## src/rtl/nn_scaler_engine.sv

```systemverilog
// Streaming nearest-neighbour scaler: ROM fetch to valid/ready pixel stream.
// Optional horizontal flip is enabled by defining NN_SCALER_MIRROR_EN.
module nn_scaler_engine #(
  parameter int SRC_W      = 320,
  parameter int SRC_H      = 240,
  parameter int PIX_W      = 8,
  parameter int MEM_LAT    = 1,
  parameter int MAX_FACTOR = 4,
  parameter int ADDR_W     = $clog2(SRC_W*SRC_H)
) (
  input  logic              clk,
  input  logic              rst,
`ifdef NN_SCALER_MIRROR_EN
  input  logic              mirror,
`endif
  input  logic              start,
  input  logic              mode,
  input  logic [2:0]        factor,
  output logic              rd_en,
  output logic [ADDR_W-1:0] rd_addr,
  input  logic [PIX_W-1:0]  rd_data,
  output logic [PIX_W-1:0]  pix_out,
  output logic              pix_valid,
  input  logic              pix_ready,
  output logic              pix_last,
  output logic              busy,
  output logic              done,
  output logic              err
);

  localparam int XW = (SRC_W > 1) ? $clog2(SRC_W) : 1;
  localparam int YW = (SRC_H > 1) ? $clog2(SRC_H) : 1;
  localparam int RW = (MAX_FACTOR > 1) ? $clog2(MAX_FACTOR) : 1;
  localparam int LW = (MEM_LAT > 1) ? $clog2(MEM_LAT) : 1;

  localparam logic [XW-1:0] X_MAX = XW'(SRC_W - 1);
  localparam logic [YW-1:0] Y_MAX = YW'(SRC_H - 1);
  localparam logic [2:0]    F_MAX = 3'(MAX_FACTOR);

  typedef enum logic [2:0] {
    IDLE,
    ISSUE,
    WAIT,
    OUT,
    FIN
  } state_t;

  state_t state, state_n;

  logic              mode_q;
  logic [2:0]        fac_q;
  logic              mir_q;
  logic [XW-1:0]     src_x, n_x;
  logic [YW-1:0]     src_y, n_y;
  logic [RW-1:0]     rep_x, n_rx;
  logic [RW-1:0]     rep_y, n_ry;
  logic [ADDR_W-1:0] row_base, n_base;
  logic [ADDR_W-1:0] row_step;
  logic [LW-1:0]     wcnt;

  logic              fac_ok;
  logic              go;
  logic              lat_hit;
  logic              hs;
  logic              last_x, last_y;
  logic              last_rx, last_ry;
  logic [XW+3:0]     nx;
  logic [YW+3:0]     ny;
  logic              col_end;
  logic              frame_last;
  logic              reuse;
  logic [XW-1:0]     addr_x;

  assign fac_ok  = (factor != 3'd0) && (factor <= F_MAX);
  assign go      = (state == IDLE) && start && fac_ok;
  assign lat_hit = (wcnt == LW'(MEM_LAT - 1));
  assign hs      = (state == OUT) && pix_ready;

  assign last_x  = (src_x == X_MAX);
  assign last_y  = (src_y == Y_MAX);
  assign last_rx = (rep_x == RW'(fac_q - 3'd1));
  assign last_ry = (rep_y == RW'(fac_q - 3'd1));

  // Zoom-out steps compared in a wider width so the overrun is visible.
  assign nx      = (XW+4)'(src_x) + (XW+4)'(fac_q);
  assign ny      = (YW+4)'(src_y) + (YW+4)'(fac_q);
  assign col_end = nx > (XW+4)'(SRC_W - 1);

  always_comb begin
    frame_last = 1'b0;
    if (mode_q)
      frame_last = col_end && (ny > (YW+4)'(SRC_H - 1));
    else
      frame_last = last_x && last_rx && last_ry && last_y;
  end

  always_comb begin
    n_x    = src_x;
    n_y    = src_y;
    n_rx   = rep_x;
    n_ry   = rep_y;
    n_base = row_base;
    reuse  = 1'b0;
    if (mode_q) begin
      if (col_end) begin
        n_x    = '0;
        n_y    = ny[YW-1:0];
        n_base = row_base + row_step;
      end else begin
        n_x    = nx[XW-1:0];
      end
    end else if (!last_rx) begin
      n_rx  = rep_x + 1'b1;
      reuse = 1'b1;
    end else begin
      n_rx = '0;
      if (!last_x) begin
        n_x = src_x + 1'b1;
      end else begin
        n_x = '0;
        if (!last_ry) begin
          n_ry = rep_y + 1'b1;
        end else begin
          n_ry   = '0;
          n_y    = src_y + 1'b1;
          n_base = row_base + row_step;
        end
      end
    end
  end

  always_comb begin
    state_n = state;
    unique case (state)
      IDLE:  if (go) state_n = ISSUE;
      ISSUE: state_n = WAIT;
      WAIT:  if (lat_hit) state_n = OUT;
      OUT: begin
        if (pix_ready) begin
          if (frame_last)  state_n = FIN;
          else if (reuse)  state_n = OUT;
          else             state_n = ISSUE;
        end
      end
      FIN:   state_n = IDLE;
      default: state_n = IDLE;
    endcase
  end

  always_ff @(posedge clk or posedge rst) begin
    if (rst) state <= IDLE;
    else     state <= state_n;
  end

  always_ff @(posedge clk or posedge rst) begin
    if (rst) begin
      mode_q   <= 1'b0;
      fac_q    <= 3'd0;
      src_x    <= '0;
      src_y    <= '0;
      rep_x    <= '0;
      rep_y    <= '0;
      row_base <= '0;
      row_step <= '0;
      wcnt     <= '0;
      pix_out  <= '0;
      err      <= 1'b0;
    end else begin
      err <= (state == IDLE) && start && !fac_ok;
      if (go) begin
        mode_q   <= mode;
        fac_q    <= factor;
        src_x    <= '0;
        src_y    <= '0;
        rep_x    <= '0;
        rep_y    <= '0;
        row_base <= '0;
        row_step <= mode ? ADDR_W'(SRC_W) * ADDR_W'(factor)
                         : ADDR_W'(SRC_W);
      end
      if (hs && !frame_last) begin
        src_x    <= n_x;
        src_y    <= n_y;
        rep_x    <= n_rx;
        rep_y    <= n_ry;
        row_base <= n_base;
      end
      if (state == WAIT) wcnt <= wcnt + 1'b1;
      else               wcnt <= '0;
      if (state == WAIT && lat_hit) pix_out <= rd_data;
    end
  end

`ifdef NN_SCALER_MIRROR_EN
  always_ff @(posedge clk or posedge rst) begin
    if (rst)     mir_q <= 1'b0;
    else if (go) mir_q <= mirror;
  end
`else
  assign mir_q = 1'b0;
`endif

  assign addr_x    = mir_q ? (X_MAX - src_x) : src_x;
  assign rd_en     = (state == ISSUE);
  assign rd_addr   = rd_en ? (row_base + ADDR_W'(addr_x)) : '0;
  assign pix_valid = (state == OUT);
  assign pix_last  = (state == OUT) && frame_last;
  assign busy      = (state == ISSUE) || (state == WAIT) || (state == OUT);
  assign done      = (state == FIN);

endmodule

```

## config.mk

```make
export PLATFORM = sky130hd
export DESIGN_NAME = nn_scaler_engine
export DESIGN_NICKNAME = d
export VERILOG_FILES = /design/src/rtl/nn_scaler_engine.sv
export SDC_FILE = /design/constraint.sdc
export NUM_CORES = 1
export LEC_CHECK = 0
export ABC_CLOCK_PERIOD_IN_PS = 2700
export CAP_MARGIN = 5
export CORE_MARGIN = 2
export CORE_UTILIZATION = 40
export DETAILED_ROUTE_END_ITERATION = 6
export GPL_TIMING_DRIVEN = 0
export PLACE_DENSITY_LB_ADDON = 0.25
export SLEW_MARGIN = 20
export SYNTH_ARGS = -nofsm -noshare
export SYNTH_HDL_FRONTEND = slang
export SYNTH_SLANG_ARGS = --single-unit
```

## constraint.sdc

```tcl
create_clock -name clk -period 2.7 [get_ports clk]
set_input_delay 0.54 -clock clk [delete_from_list [all_inputs] [get_ports clk]]
set_output_delay 0.54 -clock clk [all_outputs]
set_load 0.02 [all_outputs]
```

==> metrics.txt, run 1 <==
status finished, violations left; violated checks setup timing; CP Buf/Inv Count 1; layout cell share with drive strength beyond 1 26.9%; Worst Skew 0.00644 ns; Final Hold Fails 0; Slew HR 37.5%; Peak supply drop 0.000549 V; Worst Slack Setup Final -0.348 ns; crit start category flip-flop; vias in the first global route 3,716; final-layout fill cell count 896; CP max stage delay 0.49 ns; Core Region 0.00982 mm²; initial antenna violation count 0; clk slew on worst S/H paths 0.10 ns; total congestion overflow 0; cells along the critical path ha_4 -> fa_2 -> a21oi_4 -> o221ai_2 -> o21a_1 -> a32oi_2 -> a31oi_4 -> nor3_2 -> buf_4; Tot Pwr 5.14 mW; Root Buffer clkbuf_8; Die Span Y 105 µm; post-synth cell types 69; IO Pins 47; DRT iter0 DRCs 215; Post-DRT Antenna Nets 0; Port Buf Inserts 46; Tmin final 3.05 ns; Detailed Routing Iterations Pass 1 4; Max Fclk 328 MHz; Required @ worst endpoint 2.16 ns; DRT Wirelength 11,200 µm; Post-Syn Area 0.00408 mm²; final layout net count 565; initial cell density of the core 41.5%; gr usage total 20.4%; die area 0.0110 mm²; final setup fails 32; CTS tree built; CTS max path bufs 2; synthesis-stage register bit count 55; dpl hpwl 7730 µm; Mean Syn Cell Area 9.10 µm²; Worst path slowest cell dfrtp_2; Worst Hold Class flip-flop to flip-flop; DRC Markers 0; PwrDens 953 mW/mm²; diode count 0; clk sink count 55; WHS 0.499 ns; commonest non-fill, non-tap cell in the layout dfrtp_1; Final Cycle Share 113%; R2R Setup Slk -0.25 ns; Lkg Pwr 2.32 nW; worst slew pin tran 0.934 ns; ys flop type dfrtp_1; Worst-Skew Late Latency 0.32 ns; max-cap violations 0; placer congestion estimate 0.851; worst setup path category flip-flop to primary output; Worst EP arrival 2.51 ns; largest net degree at the start of global routing 36; post-synthesis cell count 448; RSZ-0062 raised after global routing true; Syn Nets 487; commonest non-fill, non-tap cells in the layout 51 x dfrtp_1, 40 x nand2_1, 29 x nor2_1, 29 x buf_4, 27 x clkdlybuf4s50_1; H-tree depth 2; TritonCTS Buffers 5; CP Capture Type primary output; Slew Limit Fails 0; delay-heaviest family, CP compound AO/OA/AOI/OAI gates; number of synthesized flops with an enable pin 0; drt wl/cell 16.9 µm; via-per-instance ratio 5.72; first-pass GRT wire length 18,300 µm; Synthesis Warnings 0; Async S/R FF share, synth 100%; Die X-Extent 105 µm; hold_buf cts 0; Seq/Total Area, Yosys 33.8%; synthesis-to-finish area growth 32.3%; Site Rows 36; Crit Path Max Fanout 5; via count 3,774
-- final timing paths --
check	startpoint	to	cells after the start
worst max-delay path	fac_q[0]	pix_last	9
worst min-delay path	row_step[11]	row_step[11]	2
worst max register to register	fac_q[0]	row_base[9]	12
worst min register to register	row_step[11]	row_step[11]	2
max in group asynchronous	rst	addr_x[7]	3
min in group asynchronous	rst	row_step[8]	2
-- cells by family after synthesis --
logic type | share of synthesized area (%)
XOR/XNOR | 3.87
adder cells (fa/ha/maj) | 7.61
buffers and inverters | 5.31
AND/OR/NAND/NOR | 21.6
AO/OA/AOI/OAI | 21.3
flip-flops | 33.8
multiplexers | 6.57
-- per-layer routing --
layer	global-route usage [%]	share of wire (%)	vias up	wire (µm)
met5	0	0	-	0
li1	-	-	1791	-
met1	26.9	44	1882	4950
met3	2.74	4.2	13	465
met4	6.86	1.7	0	190
met2	34.3	50	88	5550
-- final cells by class --
type	instances	area, µm²	share of cell area, %
Timing Repair Buffer	73	674	12.5
Multi-Input combinational cell	349	2800	51.9
Tap cell	133	166	3.09
Clock inverter	2	60.1	1.11
Inverter	16	66.3	1.23
Buffer	26	173	3.20
Sequential cell	55	1380	25.6
Clock buffer	6	72.6	1.35
-- flip-flops by register name, summed over array words and instances (netlist names) --
name / count
pix_out: 8
fac_q: 3
mode_q: 1
row_step: 6
state: 3
rep_x: 2
err: 1
src_y: 8
addr_x: 9
row_base: 11
rep_y: 2
wcnt: 1
-- repair_timing --
action	4_1_cts	5_1_grt
pin swaps	16	15
setup buffers	18	9
gates cloned	1	0
endpoints found under the setup margin	51	50
gates resized for setup	99	45
-- per-stage QoR --
stage               area (µm²)  setup slack [ns]  instances  setup TNS, ns  utilization (%)
floorplan                 4090           0.00851        448              0                -
global placement          4720            -0.686        627         -25.45             48.0
detailed placement        4740            -0.663        628          -6.48             48.3
CTS                       5210            -0.363        654          -3.37             53.1
global route              5390            -0.443        660          -7.57             54.9
finish                    5390            -0.348        660          -3.72             54.9
-- power breakdown --
part / leakage [nW] / total (mW) / switching (mW) / internal [mW]
Combinational: 1.56 / 3.09 / 1.64 / 1.45
Clock: 0.0654 / 0.664 / 0.293 / 0.371
Sequential: 0.694 / 1.39 / 0.283 / 1.10
Total: 2.32 / 5.14 / 2.22 / 2.92
-- Yosys cell counts, types with 3 or more instances --
| master | number | share of area (%) |
|---|---|---|
| dfrtp_1 | 55 | 34 |
| nand2_1 | 41 | 3.8 |
| nor2_1 | 33 | 3.0 |
| a21oi_1 | 23 | 2.8 |
| ha_1 | 20 | 6.1 |
| nand3_1 | 17 | 2.1 |
| inv_1 | 16 | 1.5 |
| o21ai_0 | 15 | 1.8 |
| clkbuf_1 | 14 | 1.3 |
| o211ai_1 | 14 | 2.6 |
| a21o_1 | 13 | 2.4 |
| and2_1 | 12 | 1.8 |
| mux2i_1 | 11 | 2.7 |
| xnor2_1 | 11 | 2.4 |
| mux2_2 | 10 | 2.8 |
| a31oi_1 | 9 | 1.4 |
| nor2b_1 | 9 | 1.4 |
| and3_1 | 8 | 1.2 |
| nand4_1 | 8 | 1.2 |
| xor2_1 | 7 | 1.5 |
| buf_4 | 6 | 1.1 |
| nand2b_1 | 6 | 0.92 |
| nor3_1 | 6 | 0.74 |
| buf_2 | 5 | 0.61 |
| a22oi_1 | 4 | 0.74 |
| a2bb2oi_1 | 4 | 0.86 |
| o21a_1 | 4 | 0.74 |
| o31ai_1 | 4 | 0.74 |
| or3_1 | 4 | 0.61 |
| a221o_1 | 3 | 0.74 |
| buf_6 | 3 | 0.83 |
| fa_1 | 3 | 1.5 |
| mux2_4 | 3 | 1.1 |
| o221ai_1 | 3 | 0.64 |
-- worst register-to-register path, stage by stage (launching register included) --
cell and delay [ns]:
dfrtp_2 0.49, ha_4 0.19, fa_2 0.39, a21oi_4 0.18, o221ai_2 0.13, buf_4 0.15, o2111ai_4 0.10, a21bo_4 0.27
or2_0 0.21, buf_6 0.13, o21ai_4 0.15, buf_6 0.17, mux2_4 0.30
Note: power is estimated with default switching activity, not from simulation.
==> run 2, diff against run 1 <==
--- a/config.mk
+++ b/config.mk
@@ -8,7 +8,7 @@
 export ABC_CLOCK_PERIOD_IN_PS = 2700
 export CAP_MARGIN = 5
 export CORE_MARGIN = 2
-export CORE_UTILIZATION = 40
+export CORE_UTILIZATION = 50
 export DETAILED_ROUTE_END_ITERATION = 6
 export GPL_TIMING_DRIVEN = 0
 export PLACE_DENSITY_LB_ADDON = 0.25
==> run 2 against run 1 <==
Clock power fell by 12%. Count of clock-buffer cells in the layout shrank 1. Sequential power about the same. Routed wire length shrank 5.4%. The run still ends with setup timing left. Sequential share of layout area rose by 1.5 points. Worst setup slack got worse by 0.054 ns. Combinational power decreased by 11%. Largest cell class unchanged. Final area fell by 5.3%.
==> metrics.txt, run 2 (synthesis results as in run 1) <==
Core Region 0.00781 mm² (-20%); Worst-Skew Late Latency 0.33 ns (about the same); Max Fclk 322 MHz (-1.7%); commonest non-fill, non-tap cells in the layout 49 x dfrtp_1, 41 x nand2_1, 32 x buf_4; CTS max path bufs 2 (unchanged); TritonCTS Buffers 5 (unchanged); drt wl/cell 17.0 µm (+0.39%); max reg flops 11 (unchanged); synthesis-to-finish area growth 25.3%; final-layout fill cell count 657 (-27%); Peak supply drop 0.000562 V (+2.3%); status finished, violations left; hold_buf cts 0 (unchanged); initial cell density of the core 52.2% (+11 points); fin util 65.4% (+10 points); RSZ-0062 raised after global routing true; Post-DRT Antenna Nets 0 (unchanged); DRT Wirelength 10,600 µm (-5.4%); via-per-instance ratio 5.96 (+4.2%); Seq. cell area 0.00138 mm² (+0.18%); Root Buffer clkbuf_8; Detailed Routing Iterations Pass 1 4 (unchanged); via count 3,705 (-1.8%); Placement Cell Area 0.00468 mm² (-1.2%); clk sink count 55 (unchanged); Most flops, register row_base; largest net degree at the start of global routing 56 (+56%); layout cell share with drive strength beyond 1 23.3% (-3.7 points); initial antenna violation count 0 (unchanged); Port Buf Inserts 46 (unchanged); commonest non-fill, non-tap cell in the layout dfrtp_1; violated checks setup timing; Site Rows 32 (-11%); final layout net count 558 (-1.2%); Final Hold Fails 0 (unchanged); Final Cell Area 0.00511 mm² (-5.3%); Worst Hold Class flip-flop to flip-flop; Final TNS setup -3.45 ns (+0.265 ns); CP Capture Type primary output; die area 0.00889 mm² (-19%); Slew Limit Fails 0 (unchanged); gr usage total 25.2% (+4.9 points); Required @ worst endpoint 2.16 ns (about the same); Lkg Pwr 2.27 nW (-2.0%); dpl hpwl 7450 µm (-3.7%); first-pass GRT wire length 17,700 µm (-3.3%); Worst Skew 0.0113 ns (+0.00490 ns); total congestion overflow 0 (unchanged); Tmin final 3.10 ns (+0.0538 ns); worst slew pin tran 0.923 ns (-0.0110 ns); placer congestion estimate 0.880 (+3.4%); Slew HR 38.3% (+0.74 points); final setup fails 33 (+3.1%); Crit Path Max Fanout 7 (+2); Final Cycle Share 115% (+2.0 points); Die X-Extent 94.3 µm (-10%); crit start category flip-flop; diode count 0 (unchanged); clk slew on worst S/H paths 0.11 ns (about the same); IO Pins 47 (unchanged); Multi-input gate area 0.00268 mm² (-4.2%); Worst Slack Setup Final -0.402 ns (-0.0538 ns); DRT iter0 DRCs 170 (-21%); worst setup path category flip-flop to primary output; vias in the first global route 3,660 (-1.5%); max-cap violations 0 (unchanged); PwrDens 930 mW/mm² (-2.5%); DRC Markers 0 (unchanged); CTS tree built; Worst EP arrival 2.56 ns (+0.05 ns); H-tree depth 2 (unchanged); Die Span Y 94.3 µm (-10%)
==> run 2: metrics by stage <==
stage	hold WS (ns)	setup WS, ns	power [mW]	cells
floorplan	0.443	0.00851	3.16	448
global placement	0.464	-0.712	3.77	596
detailed placement	0.463	-0.702	3.86	596
CTS	0.483	-0.384	4.61	614
global route	0.503	-0.478	5.09	622
finish	0.482	-0.402	4.75	622
==> run 2: final timing paths <==
path | start | end | cells after the start | slack, ns
worst max-delay path | fac_q[0] | pix_last | 10 | -0.40
worst max register to register | fac_q[0] | row_base[10] | 11 | -0.25
worst min register to register | row_step[9] | row_step[9] | 2 | 0.48
worst min-delay path | row_step[9] | row_step[9] | 2 | 0.48
min in group asynchronous | rst | state[1] | 2 | 0.66
max in group asynchronous | rst | addr_x[6] | 2 | 1.52
==> run 2: what timing repair did <==
| item | CTS | global route |
|---|---|---|
| pin swaps | 11 | 8 |
| resized for setup | 73 | 34 |
| endpoints found under the setup margin | 51 | 48 |
| cloned | 1 | 0 |
| buffers inserted | 11 | 9 |
==> run 2: routing by layer <==
metal,share of wire [%],track usage (%),wire (µm),vias to the layer above
li1,-,-,-,1778
met1,45,34.1,4700,1797
met2,48,41.2,5070,111
met3,5.4,4.41,567,19
met4,2.0,7.73,216,0
met5,0,0,0,-
==> run 2: layout make-up <==
| cell class | count | share of cell area [%] |
|---|---|---|
| buffer | 26 | 3.14 |
| clock buffer | 5 | 1.35 |
| clock inverter | 3 | 0.931 |
| inverter | 16 | 1.27 |
| multi-input combinational | 349 | 52.5 |
| sequential | 55 | 27.1 |
| tap | 102 | 2.50 |
| timing repair buffer | 66 | 11.2 |
==> run 2: power by group <==
group | internal [mW] | total [mW] | leakage (nW) | switching, mW
sequential | 1.10 | 1.41 | 0.692 | 0.301
clock | 0.282 | 0.584 | 0.0587 | 0.303
combinational | 1.27 | 2.76 | 1.52 | 1.49
==> run 2: worst max-delay path, cell delays in order, from the launching register on <==
cell,delay [ns]
dfrtp_2,0.51
ha_4,0.20
inv_4,0.05
fa_2,0.21
inv_1,0.04
a21o_1,0.18
and3_4,0.19
or3_4,0.37
a31oi_4,0.26
nor3_2,0.05
buf_4,0.17
==> run 3, diff against run 2 <==
--- a/config.mk
+++ b/config.mk
@@ -12,6 +12,7 @@
 export DETAILED_ROUTE_END_ITERATION = 6
 export GPL_TIMING_DRIVEN = 0
 export PLACE_DENSITY_LB_ADDON = 0.25
+export SKIP_LAST_GASP = 1
 export SLEW_MARGIN = 20
 export SYNTH_ARGS = -nofsm -noshare
 export SYNTH_HDL_FRONTEND = slang
==> run 3 against run 2 <==
The flow still finishes with violations (setup timing). Global-route usage shrank 0.12 points. Utilization is 0.26 points higher. Routed wire length is essentially flat. Critical path depth is 1 higher. Flip-flop and latch count unchanged. Clock skew about the same. Non-clock buffer count decreased by 1.
==> metrics.txt, run 3 (synthesis results as in run 1) <==
Worst Skew 0.0118 ns (+0.000444 ns); status finished, violations left; CP Capture Type primary output; sequential share of power 29.4% (-0.2 points); Die X-Extent 94.3 µm (unchanged); clk sink count 55 (unchanged); min-delay src row_step[9]; P_sw 2.11 mW (+0.55%); synthesis-to-finish area growth 25.8%; via-per-instance ratio 5.93 (-0.49%); Crit Path Max Fanout 7 (unchanged); Final Hold Fails 0 (unchanged); r2r endpoint row_base[8]; DRT Wirelength 10,600 µm (about the same); TritonCTS Buffers 5 (unchanged); Tmin final 3.21 ns (+0.106 ns); Core Region 0.00781 mm² (unchanged); commonest non-fill, non-tap cells in the layout 51 x dfrtp_1, 40 x nand2_1, 31 x nor2_1; IO Pins 47 (unchanged); Die Span Y 94.3 µm (unchanged); hold_buf cts 0 (unchanged); final setup fails 27 (-18%); Site Rows 32 (unchanged); Worst-Skew Late Latency 0.33 ns (about the same); R2R Setup Slk -0.35 ns (-0.10 ns); dpl hpwl 7450 µm (unchanged); part of the power in combinational logic 58.4% (+0.3 points); R2R Path Start fac_q[0]; Final TNS setup -4.36 ns (-0.907 ns); Post-DRT Antenna Nets 0 (unchanged); Detailed Routing Iterations Pass 1 4 (unchanged); largest net degree at the start of global routing 56 (unchanged); first-pass GRT wire length 17,600 µm (-0.39%); placed insts 596 (unchanged); DRC Markers 0 (unchanged); max-cap violations 0 (unchanged); Port Buf Inserts 46 (unchanged); Required @ worst endpoint 2.16 ns (about the same); violated checks setup timing; RSZ-0062 raised after global routing true; crit start category flip-flop; Sw Share 44.0% (-0.069 points); DRT iter0 DRCs 224 (+32%); max reg flops 11 (unchanged); worst r2r path cells 11 (unchanged); Most flops, register row_base; gr usage total 25.1% (-0.12 points); worst setup path category flip-flop to primary output; Worst Hold Path Cells 2 (unchanged); placer congestion estimate 0.880 (unchanged); CTS max path bufs 2 (unchanged); Pint 2.68 mW (+0.83%); Root Buffer clkbuf_8; worst slew pin tran 0.923 ns (-0.000361 ns); vias in the first global route 3,642 (-0.49%); initial cell density of the core 52.2% (unchanged); Worst Slack Setup Final -0.507 ns (-0.106 ns); CP startpoint fac_q[0]; commonest non-fill, non-tap cell in the layout dfrtp_1; die area 0.00889 mm² (unchanged); Worst EP arrival 2.67 ns (+0.11 ns); Worst Hold Class flip-flop to flip-flop; H-tree depth 2 (unchanged); Finished Layout Cells 621 (-0.16%); Final Cycle Share 119% (+3.9 points); WHS 0.482 ns (+0.00000300 ns); diode count 0 (unchanged); clock share of power 12.2% (about the same); initial antenna violation count 0 (unchanged); layout cell share with drive strength beyond 1 22.5% (-0.73 points); drt wl/cell 17.0 µm (+0.14%); clk slew on worst S/H paths 0.11 ns (about the same); final-layout fill cell count 644 (-2.0%); via count 3,681 (-0.65%); crit path to pix_last; final layout net count 557 (-0.18%); Slew HR 38.3% (about the same); Lkg Pwr 2.28 nW (+0.45%); Max Fclk 312 MHz (-3.3%); Slew Limit Fails 0 (unchanged); PwrDens 933 mW/mm² (+0.31%); CTS tree built; Peak supply drop 0.000560 V (-0.22%); total congestion overflow 0 (unchanged)
run 3: critical path: stages (launching register included):
cell and delay (ns):
dfrtp_2 0.50, buf_12 0.16, ha_4 0.15, inv_1 0.06, fa_2 0.21, inv_1 0.04, a21o_1 0.19, and3_4 0.19
or3_4 0.37, a31oi_4 0.24, nor3_2 0.05, buf_4 0.16
run 3: area by class of cell:
| cell class | instances | area [µm²] | share of cell area, % |
|---|---|---|---|
| multi-input combinational | 349 | 2690 | 52.5 |
| sequential | 55 | 1380 | 26.9 |
| timing repair buffer | 66 | 592 | 11.5 |
| buffer | 25 | 158 | 3.08 |
| tap | 102 | 128 | 2.49 |
| clock buffer | 5 | 68.8 | 1.34 |
| inverter | 16 | 62.6 | 1.22 |
| clock inverter | 3 | 47.5 | 0.928 |
run 3: power by group through the flow:
stage | Sequential, mW | Combinational, mW | Clock (mW)
floorplan | 1.38 | 1.78 | 0
global placement | 1.36 | 2.41 | 0
detailed placement | 1.38 | 2.49 | 0
CTS | 1.39 | 2.61 | 0.587
global route | 1.44 | 3.07 | 0.616
finish | 1.40 | 2.79 | 0.585
run 3: how the worst min path moves through the flow:
stage | end | slack [ns]
floorplan | row_step[10] | 0.44
global placement | row_step[9] | 0.46
detailed placement | row_step[9] | 0.46
CTS | row_step[9] | 0.48
global route | row_step[9] | 0.50
finish | row_step[9] | 0.48
run 3: what timing repair did:
item,CTS,global route
cloned,1,0
gates resized for setup,68,41
endpoints found under the setup margin,51,48
pin swaps,11,16
setup buffers,11,9
run 3: metrics by stage:
step	util, %	setup slack (ns)	power [mW]	cell area, µm²
2_1_floorplan	-	0.00851	3.16	4090
3_3_place_gp	59.9	-0.712	3.77	4680
3_5_place_dp	60.0	-0.702	3.86	4680
4_1_cts	63.4	-0.411	4.58	4950
5_1_grt	65.7	-0.572	5.13	5130
6_report	65.7	-0.507	4.78	5130
run 3: per-layer routing:
layer	GRT usage, %	vias up	wire [µm]
met4	7.49	0	203
met1	34.1	1799	4730
met2	40.9	96	5080
met3	4.41	15	532
li1	-	1771	-
met5	0	-	0
